**src/rtl/qlearn_pkg.sv**
```systemverilog
// Shared definitions for the Q-learning update engine.
//   - default table/value widths and shift amounts
//   - sequencer state encoding
//   - sat(): clamp a wide signed value into a dw-bit signed range
package qlearn_pkg;

    localparam int ADDR_WIDTH_DEF  = 6;
    localparam int ACT_WIDTH_DEF   = 2;
    localparam int DATA_WIDTH_DEF  = 32;
    localparam int ALPHA_SHIFT_DEF = 1;
    localparam int GAMMA_SHIFT_DEF = 3;

    // Working width of sat(); covers DATA_WIDTH up to 64 with sign headroom.
    localparam int SAT_W = 68;

    typedef enum logic [2:0] {
        ST_INIT,
        ST_IDLE,
        ST_RD_NXT,
        ST_RD_CUR,
        ST_CALC,
        ST_WR
    } state_e;

    function automatic logic signed [SAT_W-1:0] sat(input logic signed [SAT_W-1:0] x,
                                                    input int unsigned dw);
        logic signed [SAT_W-1:0] hi;
        logic signed [SAT_W-1:0] lo;
        hi = (SAT_W'(1) <<< (dw - 1)) - SAT_W'(1);
        lo = ~hi;   // -hi - 1
        if (x > hi) begin
            return hi;
        end
        if (x < lo) begin
            return lo;
        end
        return x;
    endfunction

endpackage

```
**src/rtl/qupdate_alu.sv**
```systemverilog
// Combinational Q-learning update datapath.
//   reward_i : r, signed
//   qn_i     : Qmax(s'), signed
//   q_i      : Q(s,a), signed
//   q_new_o  : Q'(s,a) = sat(q + ((sat(r + qn - qn>>>G) - q) >>> A))
// Everything is evaluated two bits wider than DATA_WIDTH so that no
// intermediate sum can wrap before it is clamped.
module qupdate_alu
    import qlearn_pkg::*;
#(
    parameter int DATA_WIDTH  = DATA_WIDTH_DEF,
    parameter int ALPHA_SHIFT = ALPHA_SHIFT_DEF,
    parameter int GAMMA_SHIFT = GAMMA_SHIFT_DEF
) (
    input  logic [DATA_WIDTH-1:0] reward_i,
    input  logic [DATA_WIDTH-1:0] qn_i,
    input  logic [DATA_WIDTH-1:0] q_i,
    output logic [DATA_WIDTH-1:0] q_new_o
);

    localparam int E = DATA_WIDTH + 2;

    logic signed [E-1:0] r_e;
    logic signed [E-1:0] qn_e;
    logic signed [E-1:0] q_e;
    logic signed [E-1:0] g;
    logic signed [E-1:0] rg;
    logic signed [E-1:0] t;
    logic signed [E-1:0] d;
    logic signed [E-1:0] sum;

    assign r_e  = {{2{reward_i[DATA_WIDTH-1]}}, reward_i};
    assign qn_e = {{2{qn_i[DATA_WIDTH-1]}}, qn_i};
    assign q_e  = {{2{q_i[DATA_WIDTH-1]}}, q_i};

    // gamma * qn with gamma = 1 - 2^-GAMMA_SHIFT
    assign g   = qn_e - (qn_e >>> GAMMA_SHIFT);
    assign rg  = r_e + g;
    assign t   = E'(sat({{(SAT_W-E){rg[E-1]}}, rg}, DATA_WIDTH));
    assign d   = t - q_e;
    assign sum = q_e + (d >>> ALPHA_SHIFT);

    assign q_new_o = DATA_WIDTH'(sat({{(SAT_W-E){sum[E-1]}}, sum}, DATA_WIDTH));

endmodule

```
**src/rtl/qmax_update_engine.sv**
```systemverilog
// Q-learning update sequencer. Accepts (s, a, r, s'), reads Qmax(s') and
// Q(s,a), then Qmax(s), computes Q'(s,a) and writes it back, raising
// Qmax(s) when Q' exceeds it. After reset it zero-fills both tables.
//
// Ports
//   i_clk, i_rst_n            clock, async active-low reset
//   i_valid / o_ready         transition handshake
//   i_state, i_action,
//   i_next_state, i_reward    transition (s, a, s', r)
//   o_done, o_q_new           one-cycle completion pulse with Q'(s,a)
//   o_init_busy               table clear in progress
//   o_qmax_*, i_qmax_rdata    Qmax table port (1-cycle read latency)
//   o_q_*, i_q_rdata          Q table port, address {s, a}
//
// state     | meaning
// ----------+-----------------------------------------------------------
// ST_INIT   | sweep k over all Q addresses writing 0; Qmax[k>>ACT] on a==0
// ST_IDLE   | o_ready, latch transition on i_valid
// ST_RD_NXT | read Qmax[s'] and Q[s,a]
// ST_RD_CUR | capture qn, q; read Qmax[s]
// ST_CALC   | capture qc; register Q'
// ST_WR     | write Q[s,a]; write Qmax[s] if Q' > qc; o_done
module qmax_update_engine
    import qlearn_pkg::*;
#(
    parameter int ADDR_WIDTH  = ADDR_WIDTH_DEF,
    parameter int ACT_WIDTH   = ACT_WIDTH_DEF,
    parameter int DATA_WIDTH  = DATA_WIDTH_DEF,
    parameter int ALPHA_SHIFT = ALPHA_SHIFT_DEF,
    parameter int GAMMA_SHIFT = GAMMA_SHIFT_DEF
) (
    input  logic                            i_clk,
    input  logic                            i_rst_n,
    input  logic                            i_valid,
    output logic                            o_ready,
    input  logic [ADDR_WIDTH-1:0]           i_state,
    input  logic [ADDR_WIDTH-1:0]           i_next_state,
    input  logic [ACT_WIDTH-1:0]            i_action,
    input  logic [DATA_WIDTH-1:0]           i_reward,
    output logic                            o_done,
    output logic [DATA_WIDTH-1:0]           o_q_new,
    output logic                            o_init_busy,
    output logic [ADDR_WIDTH-1:0]           o_qmax_addr_r,
    output logic [ADDR_WIDTH-1:0]           o_qmax_addr_w,
    output logic                            o_qmax_read_en,
    output logic                            o_qmax_write_en,
    output logic [DATA_WIDTH-1:0]           o_qmax_wdata,
    input  logic [DATA_WIDTH-1:0]           i_qmax_rdata,
    output logic [ADDR_WIDTH+ACT_WIDTH-1:0] o_q_addr_r,
    output logic [ADDR_WIDTH+ACT_WIDTH-1:0] o_q_addr_w,
    output logic                            o_q_read_en,
    output logic                            o_q_write_en,
    output logic [DATA_WIDTH-1:0]           o_q_wdata,
    input  logic [DATA_WIDTH-1:0]           i_q_rdata
);

    localparam int QA_W = ADDR_WIDTH + ACT_WIDTH;

    state_e                 state_q, state_d;
    logic [QA_W-1:0]        cnt_q, cnt_d;
    logic [ADDR_WIDTH-1:0]  s_q, s_d, sn_q, sn_d;
    logic [ACT_WIDTH-1:0]   a_q, a_d;
    logic [DATA_WIDTH-1:0]  r_q, r_d, qn_q, qn_d, q_q, q_d, qc_q, qc_d, qnew_q, qnew_d;
    logic [DATA_WIDTH-1:0]  alu_q_new;

    logic ready_c, done_c, busy_c, q_re_c, q_we_c, qm_re_c, qm_we_c;

    qupdate_alu #(
        .DATA_WIDTH  (DATA_WIDTH),
        .ALPHA_SHIFT (ALPHA_SHIFT),
        .GAMMA_SHIFT (GAMMA_SHIFT)
    ) u_alu (
        .reward_i (r_q),
        .qn_i     (qn_q),
        .q_i      (q_q),
        .q_new_o  (alu_q_new)
    );

    always_ff @(posedge i_clk or negedge i_rst_n) begin
        if (!i_rst_n) begin
            state_q <= ST_INIT;
            cnt_q   <= '0;
            s_q     <= '0;
            sn_q    <= '0;
            a_q     <= '0;
            r_q     <= '0;
            qn_q    <= '0;
            q_q     <= '0;
            qc_q    <= '0;
            qnew_q  <= '0;
        end else begin
            state_q <= state_d;
            cnt_q   <= cnt_d;
            s_q     <= s_d;
            sn_q    <= sn_d;
            a_q     <= a_d;
            r_q     <= r_d;
            qn_q    <= qn_d;
            q_q     <= q_d;
            qc_q    <= qc_d;
            qnew_q  <= qnew_d;
        end
    end

    always_comb begin
        state_d       = state_q;
        cnt_d         = cnt_q;
        s_d           = s_q;
        sn_d          = sn_q;
        a_d           = a_q;
        r_d           = r_q;
        qn_d          = qn_q;
        q_d           = q_q;
        qc_d          = qc_q;
        qnew_d        = qnew_q;
        ready_c       = 1'b0;
        done_c        = 1'b0;
        busy_c        = 1'b0;
        q_re_c        = 1'b0;
        q_we_c        = 1'b0;
        qm_re_c       = 1'b0;
        qm_we_c       = 1'b0;
        o_qmax_addr_r = s_q;
        o_qmax_addr_w = s_q;
        o_q_addr_r    = {s_q, a_q};
        o_q_addr_w    = {s_q, a_q};
        o_q_wdata     = '0;
        o_qmax_wdata  = '0;

        case (state_q)
            ST_INIT: begin
                busy_c        = 1'b1;
                q_we_c        = 1'b1;
                qm_we_c       = (cnt_q[ACT_WIDTH-1:0] == '0);
                o_q_addr_w    = cnt_q;
                o_qmax_addr_w = cnt_q[QA_W-1:ACT_WIDTH];
                cnt_d         = cnt_q + QA_W'(1);
                if (cnt_q == '1) begin
                    state_d = ST_IDLE;
                end
            end
            ST_IDLE: begin
                ready_c = 1'b1;
                if (i_valid) begin
                    s_d     = i_state;
                    a_d     = i_action;
                    sn_d    = i_next_state;
                    r_d     = i_reward;
                    state_d = ST_RD_NXT;
                end
            end
            ST_RD_NXT: begin
                qm_re_c       = 1'b1;
                q_re_c        = 1'b1;
                o_qmax_addr_r = sn_q;
                state_d       = ST_RD_CUR;
            end
            ST_RD_CUR: begin
                qn_d    = i_qmax_rdata;
                q_d     = i_q_rdata;
                qm_re_c = 1'b1;
                state_d = ST_CALC;
            end
            ST_CALC: begin
                qc_d    = i_qmax_rdata;
                qnew_d  = alu_q_new;
                state_d = ST_WR;
            end
            ST_WR: begin
                done_c       = 1'b1;
                q_we_c       = 1'b1;
                qm_we_c      = ($signed(qnew_q) > $signed(qc_q));
                o_q_wdata    = qnew_q;
                o_qmax_wdata = qnew_q;
                state_d      = ST_IDLE;
            end
            default: begin
                state_d = ST_INIT;
            end
        endcase
    end

    // Strobes are held low for the whole reset interval, not just after the
    // first edge, so an aborted update can never leak a write.
    assign o_ready         = ready_c & i_rst_n;
    assign o_done          = done_c  & i_rst_n;
    assign o_init_busy     = busy_c  & i_rst_n;
    assign o_q_read_en     = q_re_c  & i_rst_n;
    assign o_q_write_en    = q_we_c  & i_rst_n;
    assign o_qmax_read_en  = qm_re_c & i_rst_n;
    assign o_qmax_write_en = qm_we_c & i_rst_n;
    assign o_q_new         = qnew_q;

endmodule

```
**config.mk**
```make
export PLATFORM = sky130hd
export DESIGN_NAME = qmax_update_engine
export DESIGN_NICKNAME = d
export VERILOG_FILES = /design/src/rtl/qlearn_pkg.sv /design/src/rtl/qupdate_alu.sv /design/src/rtl/qmax_update_engine.sv
export SDC_FILE = /design/constraint.sdc
export NUM_CORES = 1
export LEC_CHECK = 0
export CORE_MARGIN = 2
export CORE_UTILIZATION = 55
export CTS_BUF_LIST = sky130_fd_sc_hd__clkbuf_8
export DETAILED_ROUTE_END_ITERATION = 8
export PLACE_DENSITY = 0.82
export SLEW_MARGIN = 5
export SYNTH_ARGS = -nofsm -noshare
export SYNTH_HDL_FRONTEND = slang
export SYNTH_HIERARCHICAL = 1
export SYNTH_SLANG_ARGS = --single-unit
```
**constraint.sdc**
```tcl
create_clock -name i_clk -period 12 [get_ports i_clk]
set_clock_uncertainty 0.2 [all_clocks]
set_input_delay 2.4 -clock i_clk [delete_from_list [all_inputs] [get_ports i_clk]]
set_output_delay 2.4 -clock i_clk [all_outputs]
set_load 0.1 [all_outputs]
```
## Yosys cells after proc, flatten, opt, wreduce, memory -nomap -nowiden

Cells that the tools add are included.

| storage, ports and cells | value |
|---|---|
| register bits after elaboration | 185 |
| bits in latches | 0 |
| memory bits (writable) | 0 |
| bits in read-only memories | 0 |
| bits of input ports | 113 |
| logic and storage cells | 69 |
| memories kept | 0 |

| cells by class | value |
|---|---|
| add/subtract/negate cells | 5 |
| multipliers | 0 |
| div/mod/pow operators | 0 |
| magnitude comparators | 5 |
| eq/ne operators | 8 |
| shift-type cells | 0 |
| multiplexer cells | 28 |
| bitwise operators | 7 |
| reductions and logical operators | 6 |

Operators by type and width:

| operator | number |
|---|---|
| $mux W32 | 5 |
| $mux W34 | 4 |
| $add A32 B33 Y34 | 2 |
| $gt A34 B32 Y1 const B | 2 |
| $lt A34 B32 Y1 const B | 2 |
| $sub A34 B32 Y34 | 1 |
| $sub A32 B29 Y33 | 1 |
| $gt A32 B32 Y1 | 1 |
| $pmux W3 S6 | 1 |
| $mux W1 | 12 |
| $mux W6 | 2 |
| $add A8 B1 Y8 const B | 1 |
| $eq A8 B8 Y1 const B | 1 |
| $mux W8 | 1 |
| $and A1 B1 Y1 | 7 |
| $eq A3 B2 Y1 const B | 2 |
| $eq A3 B3 Y1 const B | 2 |
| $mux W3 | 2 |
| $ne A2 B2 Y1 const B | 2 |
| $reduce_and A2 Y1 | 2 |
| $reduce_or A2 Y1 | 2 |
| $eq A3 B1 Y1 const B | 1 |
| $logic_not A3 Y1 | 1 |
| $logic_not A2 Y1 | 1 |
| $pmux W1 S2 | 1 |

## Longest topological paths before layout

Gate-level depths: netlist of the first run.

| logic depth | value |
|---|---|
| word-level depth | 14 |
| gate-level depth with buffers | 43 |
| mapped depth without buffers | 41 |

## Cells and area by module

Netlist of the first run, hierarchy kept.

By module, submodules not included:

| module | times used | cells an instance | area an instance (sq um) |
|---|---|---|---|
| qmax_update_engine | 1 | 667 | 8425.6 |
| qupdate_alu | 1 | 986 | 6722.7 |

## Worst setup path before layout of the first run

Ideal clock, no wire load.

| timing | value |
|---|---|
| path kind | register to register |
| start point | reg r_q[1] |
| end point | reg qnew_q[29] (netlist: o_q_new[29]) |
| setup time | 0.128 ns |
| arrival time | 8.368 ns |
| data required time | 11.672 ns |
| path slack | 3.304 ns |
| stages on the path, launching flop included | 38 |
| path buffers | 2 |
| period minus slack after synthesis | 8.696 ns |
| cell sequence | dfrtp_1 fa_1 inv_1 fa_1 nand2b_1 a21o_1 a2111oi_4 o2111ai_1 a211o_1 a221oi_2 nand3_1 ha_1 clkbuf_1 o31ai_1 ha_1 a21o_1 a21oi_1 nor2b_1 (+2 left out) o21bai_1 nor4_1 a21oi_2 a21oi_2 o31ai_2 xor2_1 ha_1 a21o_1 a21oi_1 nand3b_1 a211oi_1 nor3_1 nor2_1 a31oi_1 a311oi_1 clkbuf_1 o21ai_0 mux2_1 |

| on the way | value |
|---|---|
| cells in the longest elaborated chain, start to end | 13 |
| elaborated cells on any way between the ends | 19 |

Ends and longest elaborated chain:

| item | RTL line | source |
|---|---|---|
| from (decl) | qmax_update_engine.sv:63 | `logic [DATA_WIDTH-1:0] r_q, r_d, qn_q, qn_d, q_q, q_d, qc_q, qc_d, qnew_q, qnew_d;` |
| from (signal assigned) | qmax_update_engine.sv:97 | `r_q <= r_d;` |
| $add A32 B33 Y34 (*) | qupdate_alu.sv:38 | `assign rg = r_e + g;` |
| $lt A34 B32 Y1 | qlearn_pkg.sv:34 | `if (x < lo) begin` |
| $mux W1 (2 in series) | qlearn_pkg.sv:34 |  |
| $mux W34 | qlearn_pkg.sv:37 | `return x;` |
| $mux W34 (*) | qlearn_pkg.sv:34 |  |
| $sub A34 B32 Y34 (*) | qupdate_alu.sv:40 | `assign d = t - q_e;` |
| $add A32 B33 Y34 (*) | qupdate_alu.sv:41 | `assign sum = q_e + (d >>> ALPHA_SHIFT);` |
| $lt A34 B32 Y1 | qlearn_pkg.sv:34 |  |
| $mux W1 (2 in series) | qlearn_pkg.sv:34 |  |
| $mux W32 | qlearn_pkg.sv:37 |  |
| $mux W32 (*) | qlearn_pkg.sv:34 |  |
| via alu_q_new[29] | qmax_update_engine.sv:64 | `logic [DATA_WIDTH-1:0] alu_q_new;` |
| to (signal assigned) | qmax_update_engine.sv:101 | `qnew_q <= qnew_d;` |
| to (decl) | qmax_update_engine.sv:63 |  |

Mark *: on every way through the listed nets, which the timed path passes. The rest lies on a longest branch. The select of a mux whose other input is x is not followed.
A chain may end at the register's enable or synchronous reset.

## Worst setup path after layout of the first run

| timing | value |
|---|---|
| start point | reg r_q[1] |
| end point | reg qnew_q[7] (netlist: o_q_new[7]) |

Same word-level chain as after synthesis.

==> summary.md, run 1 <==
| Metric | Value |
|---|---|
| Status | finished clean |
| Worst path bufs/invs | 2 |
| Drc violations | 0 |
| CTS Hold Buffers Added | 0 |
| Worst path required time | 12.21 ns |
| Row count | 60 |
| Vias in the first global route | 12970 |
| Commonest non-fill, non-tap cell in the layout | clkdlybuf4s50_1 |
| R2r endpoint | o_q_new[7] |
| Mapped cell area | 15150 um2 |
| Max incr delay on CP | 0.89 ns |
| Slew at the pin closest to its max-slew limit | 1.081 ns |
| CP max stage cell | ha_1 |
| Aggregate global-route resource usage | 29.07% |
| Cells after synthesis | 1653 |
| Final count of hold timing violations | 0 |
| Cells on worst reg2reg path | 34 |
| Core ar. | 27030 um2 |
| Clock Tree Root | clkbuf_8 |
| Area contributors post-synth | dfrtp_1, ha_1, mux2_2 |
| Hold EP | r_q[12] |
| CTS Buf Count | 17 |
| Post-CTS setup buffer count | 0 |
| Ys flop type | dfrtp_1 |
| Cell variety after synth | 75 |
| Worst Path Max Fanout | 33 |
| CTS tree | done |
| # IOs | 244 |
| Period Utilization, post-route | 88.18% |
| Num Clock Sinks | 185 |
| Synthesized area per cell | 9.164 um2 |
| Top delay family on crit path | compound AO/OA/AOI/OAI gates |
| Seq/Total Area, Yosys | 30.56% |
| Syn. warnings | 6 |
| Design Area, Final | 18020 um2 |
| Die X-Extent | 170.0 um |
| Initial antenna violation count | 0 |
| Maximum buffer depth of the clock tree | 2 |
| Crit end category | flip-flop |
| Commonest cells after routing, fill and taps aside | clkdlybuf4s50_1, inv_1, dfrtp_1 |
| WL/cell | 18.98 um |
| # placed instances | 2154 |
| First-pass GRT wire length | 66.64 mm |
| Max_cap viols | 0 |
| ANT nets after route | 0 |
| Relative slew slack | 27.96% |
| Clock transition at path regs | 0.13 ns |
| FF+latch count, synth | 185 |
| Pre-Repair DR Iteration Count | 7 |
| H-tree level count | 4 |
| Highest Clock Rate | 0.09450 GHz |
| Fraction of final layout cells sized beyond drive strength 1 | 9.805% |
| Die height | 170.0 um |
| WHS Path Cells | 1 |
| Hold path startpoint | r_q[12] |
| CTS resizes | 0 |
| Post-place instance area | 17570 um2 |
| Syn_nets | 1935 |
| FFs w/ async S/R, synth | 100.0% |
| Final Slew Violations | 0 |
| CP dominant cell by count | a21o_1 |
| Diode count | 0 |
| Leading area contributor after synthesis | dfrtp_1 |
| Setup TNS | 0 ns |
| DP HPWL | 32.41 mm |
| Vias after detailed routing | 12760 |
| Final setup fails | 0 |
| Post-route non-filler standard cell count | 2187 |
| WL final | 41.51 mm |
| Area growth, synth to finish | 18.99% |
| RSZ-0062 raised after global routing | no |
| Data arrival, critical path | 10.79 ns |
| Share of the synthesized area in the top cell type | 30.56% |
| Post-synth EDFFs | 0 |
| HP Class | reg -> reg |
| Final net count | 2115 |
| Iteration-0 DRC Markers | 875 |
| Number of port buffers | 243 |
| Routed vias/inst | 5.832 |
| Initial Util | 56.05% |
| Clk_lat worst skew | 0.50 ns |
| Reg-to-reg setup timing slack | 1.42 ns |
| Die area | 28890 um2 |
| Gpl congestion | 0.9693 |
| CP startpoint kind | flip-flop |
| Largest net degree at the start of global routing | 116 |
| CP Class | reg -> reg |
| Period minus WS final | 10.58 ns |
| Crit Reg-Reg Startpoint | r_q[1] |
| GRT Residual Overflow | 0 |
[area by class of cell]
class | instances | area [um2]
clock buffer | 18 | 247.7
inverter | 225 | 844.6
tap | 341 | 426.7
clock inverter | 14 | 192.7
sequential | 185 | 4629
multi-input combinational | 1152 | 9173
timing repair buffer | 252 | 2511
fill | 2186 | 9001
[synth_stat cells (all sizes together), types with 3 or more instances]
| cell | n |
|---|---|
| fa | 33 |
| o211ai | 10 |
| nand2b | 21 |
| o311ai | 3 |
| mux2 | 156 |
| inv | 225 |
| a41oi | 6 |
| o21ai | 152 |
| a31o | 4 |
| clkbuf | 29 |
| a31oi | 12 |
| nand3b | 3 |
| buf | 62 |
| o21bai | 15 |
| nand2 | 93 |
| nor4 | 7 |
| o21a | 14 |
| o2111ai | 3 |
| nor3b | 5 |
| o31ai | 11 |
| or3 | 4 |
| nand3 | 22 |
| a21oi | 95 |
| nor3 | 23 |
| a211oi | 19 |
| and4 | 3 |
| and3 | 10 |
| or2 | 5 |
| nor2 | 48 |
| a21boi | 4 |
| ha | 136 |
| and2 | 37 |
| a211o | 4 |
| nor2b | 19 |
| nand4 | 21 |
| dfrtp | 185 |
| a2111oi | 4 |
| a21o | 45 |
| xnor2 | 46 |
| xor2 | 36 |
[state kept, by name, summed over array words and instances (netlist names)]
name     flops
qc_q        32
sn_q         6
qn_q        32
q_q         32
cnt_q        8
s_q          6
a_q          2
state_q      3
o_q_new     32
r_q         32
[worst max path at each step]
stage | from | slack [ns] | end | cells past startpoint
after floorplan | r_q[1] | 3.30 | o_q_new[29] | 37
after global placement | r_q[1] | 1.85 | o_q_new[7] | 34
after detailed placement | r_q[1] | 1.67 | o_q_new[7] | 34
after CTS | r_q[1] | 1.62 | o_q_new[7] | 34
after global routing | qn_q[4] | 0.70 | o_q_new[7] | 35
final | r_q[1] | 1.42 | o_q_new[7] | 34
[logic make-up (layout without fill, tap and decap cells)]
| kind of cell | after synthesis | count (layout) | share of synthesized area [%] |
|---|---|---|---|
| AOI/OAI and AO/OA | 416 | 416 | 17.11 |
| and+or+nand+nor | 328 | 328 | 11.35 |
| buffers and inverters | 316 | 509 | 8.986 |
| DFF | 185 | 185 | 30.56 |
| adders and majority gates | 169 | 169 | 15.59 |
| muxes | 157 | 157 | 11.66 |
| xor gates and xnor gates | 82 | 82 | 4.741 |
[through the flow]
| step | util, % | hold WS, ns | setup WS (ns) |
|---|---|---|---|
| 2_1_floorplan | - | 0.2522 | 3.304 |
| 3_3_place_gp | 65.01 | 0.2626 | 1.846 |
| 3_5_place_dp | 65.01 | 0.2692 | 1.669 |
| 4_1_cts | 66.64 | 0.3000 | 1.619 |
| 5_1_grt | 66.69 | 0.3246 | 0.6958 |
| 6_report | 66.69 | 0.2978 | 1.418 |
[layer usage]
metal  part of all wire, %  global-route usage [%]  up-vias
met3                   5.0                   4.465       87
met1                    42                   36.59     6213
met2                    49                   49.88      401
met4                   3.9                   12.34        0
li1                      -                       -     6054
met5                     0                       0        -
Power of run 1 is left out: the tool's default activity adds up to more than one toggle a clock period on the data nets, which glitch-free logic cannot reach.
==> run 2: changes to the inputs <==
--- a/constraint.sdc
+++ b/constraint.sdc
@@ -3,3 +3,3 @@
 set_input_delay 2.4 -clock i_clk [delete_from_list [all_inputs] [get_ports i_clk]]
 set_output_delay 2.4 -clock i_clk [all_outputs]
-set_load 0.1 [all_outputs]
+set_load 0.02 [all_outputs]
==> results of run 2 <==
The final DEF is identical to that of run 1; final timing and power are the same.
Power of run 2 is left out for the same reason.
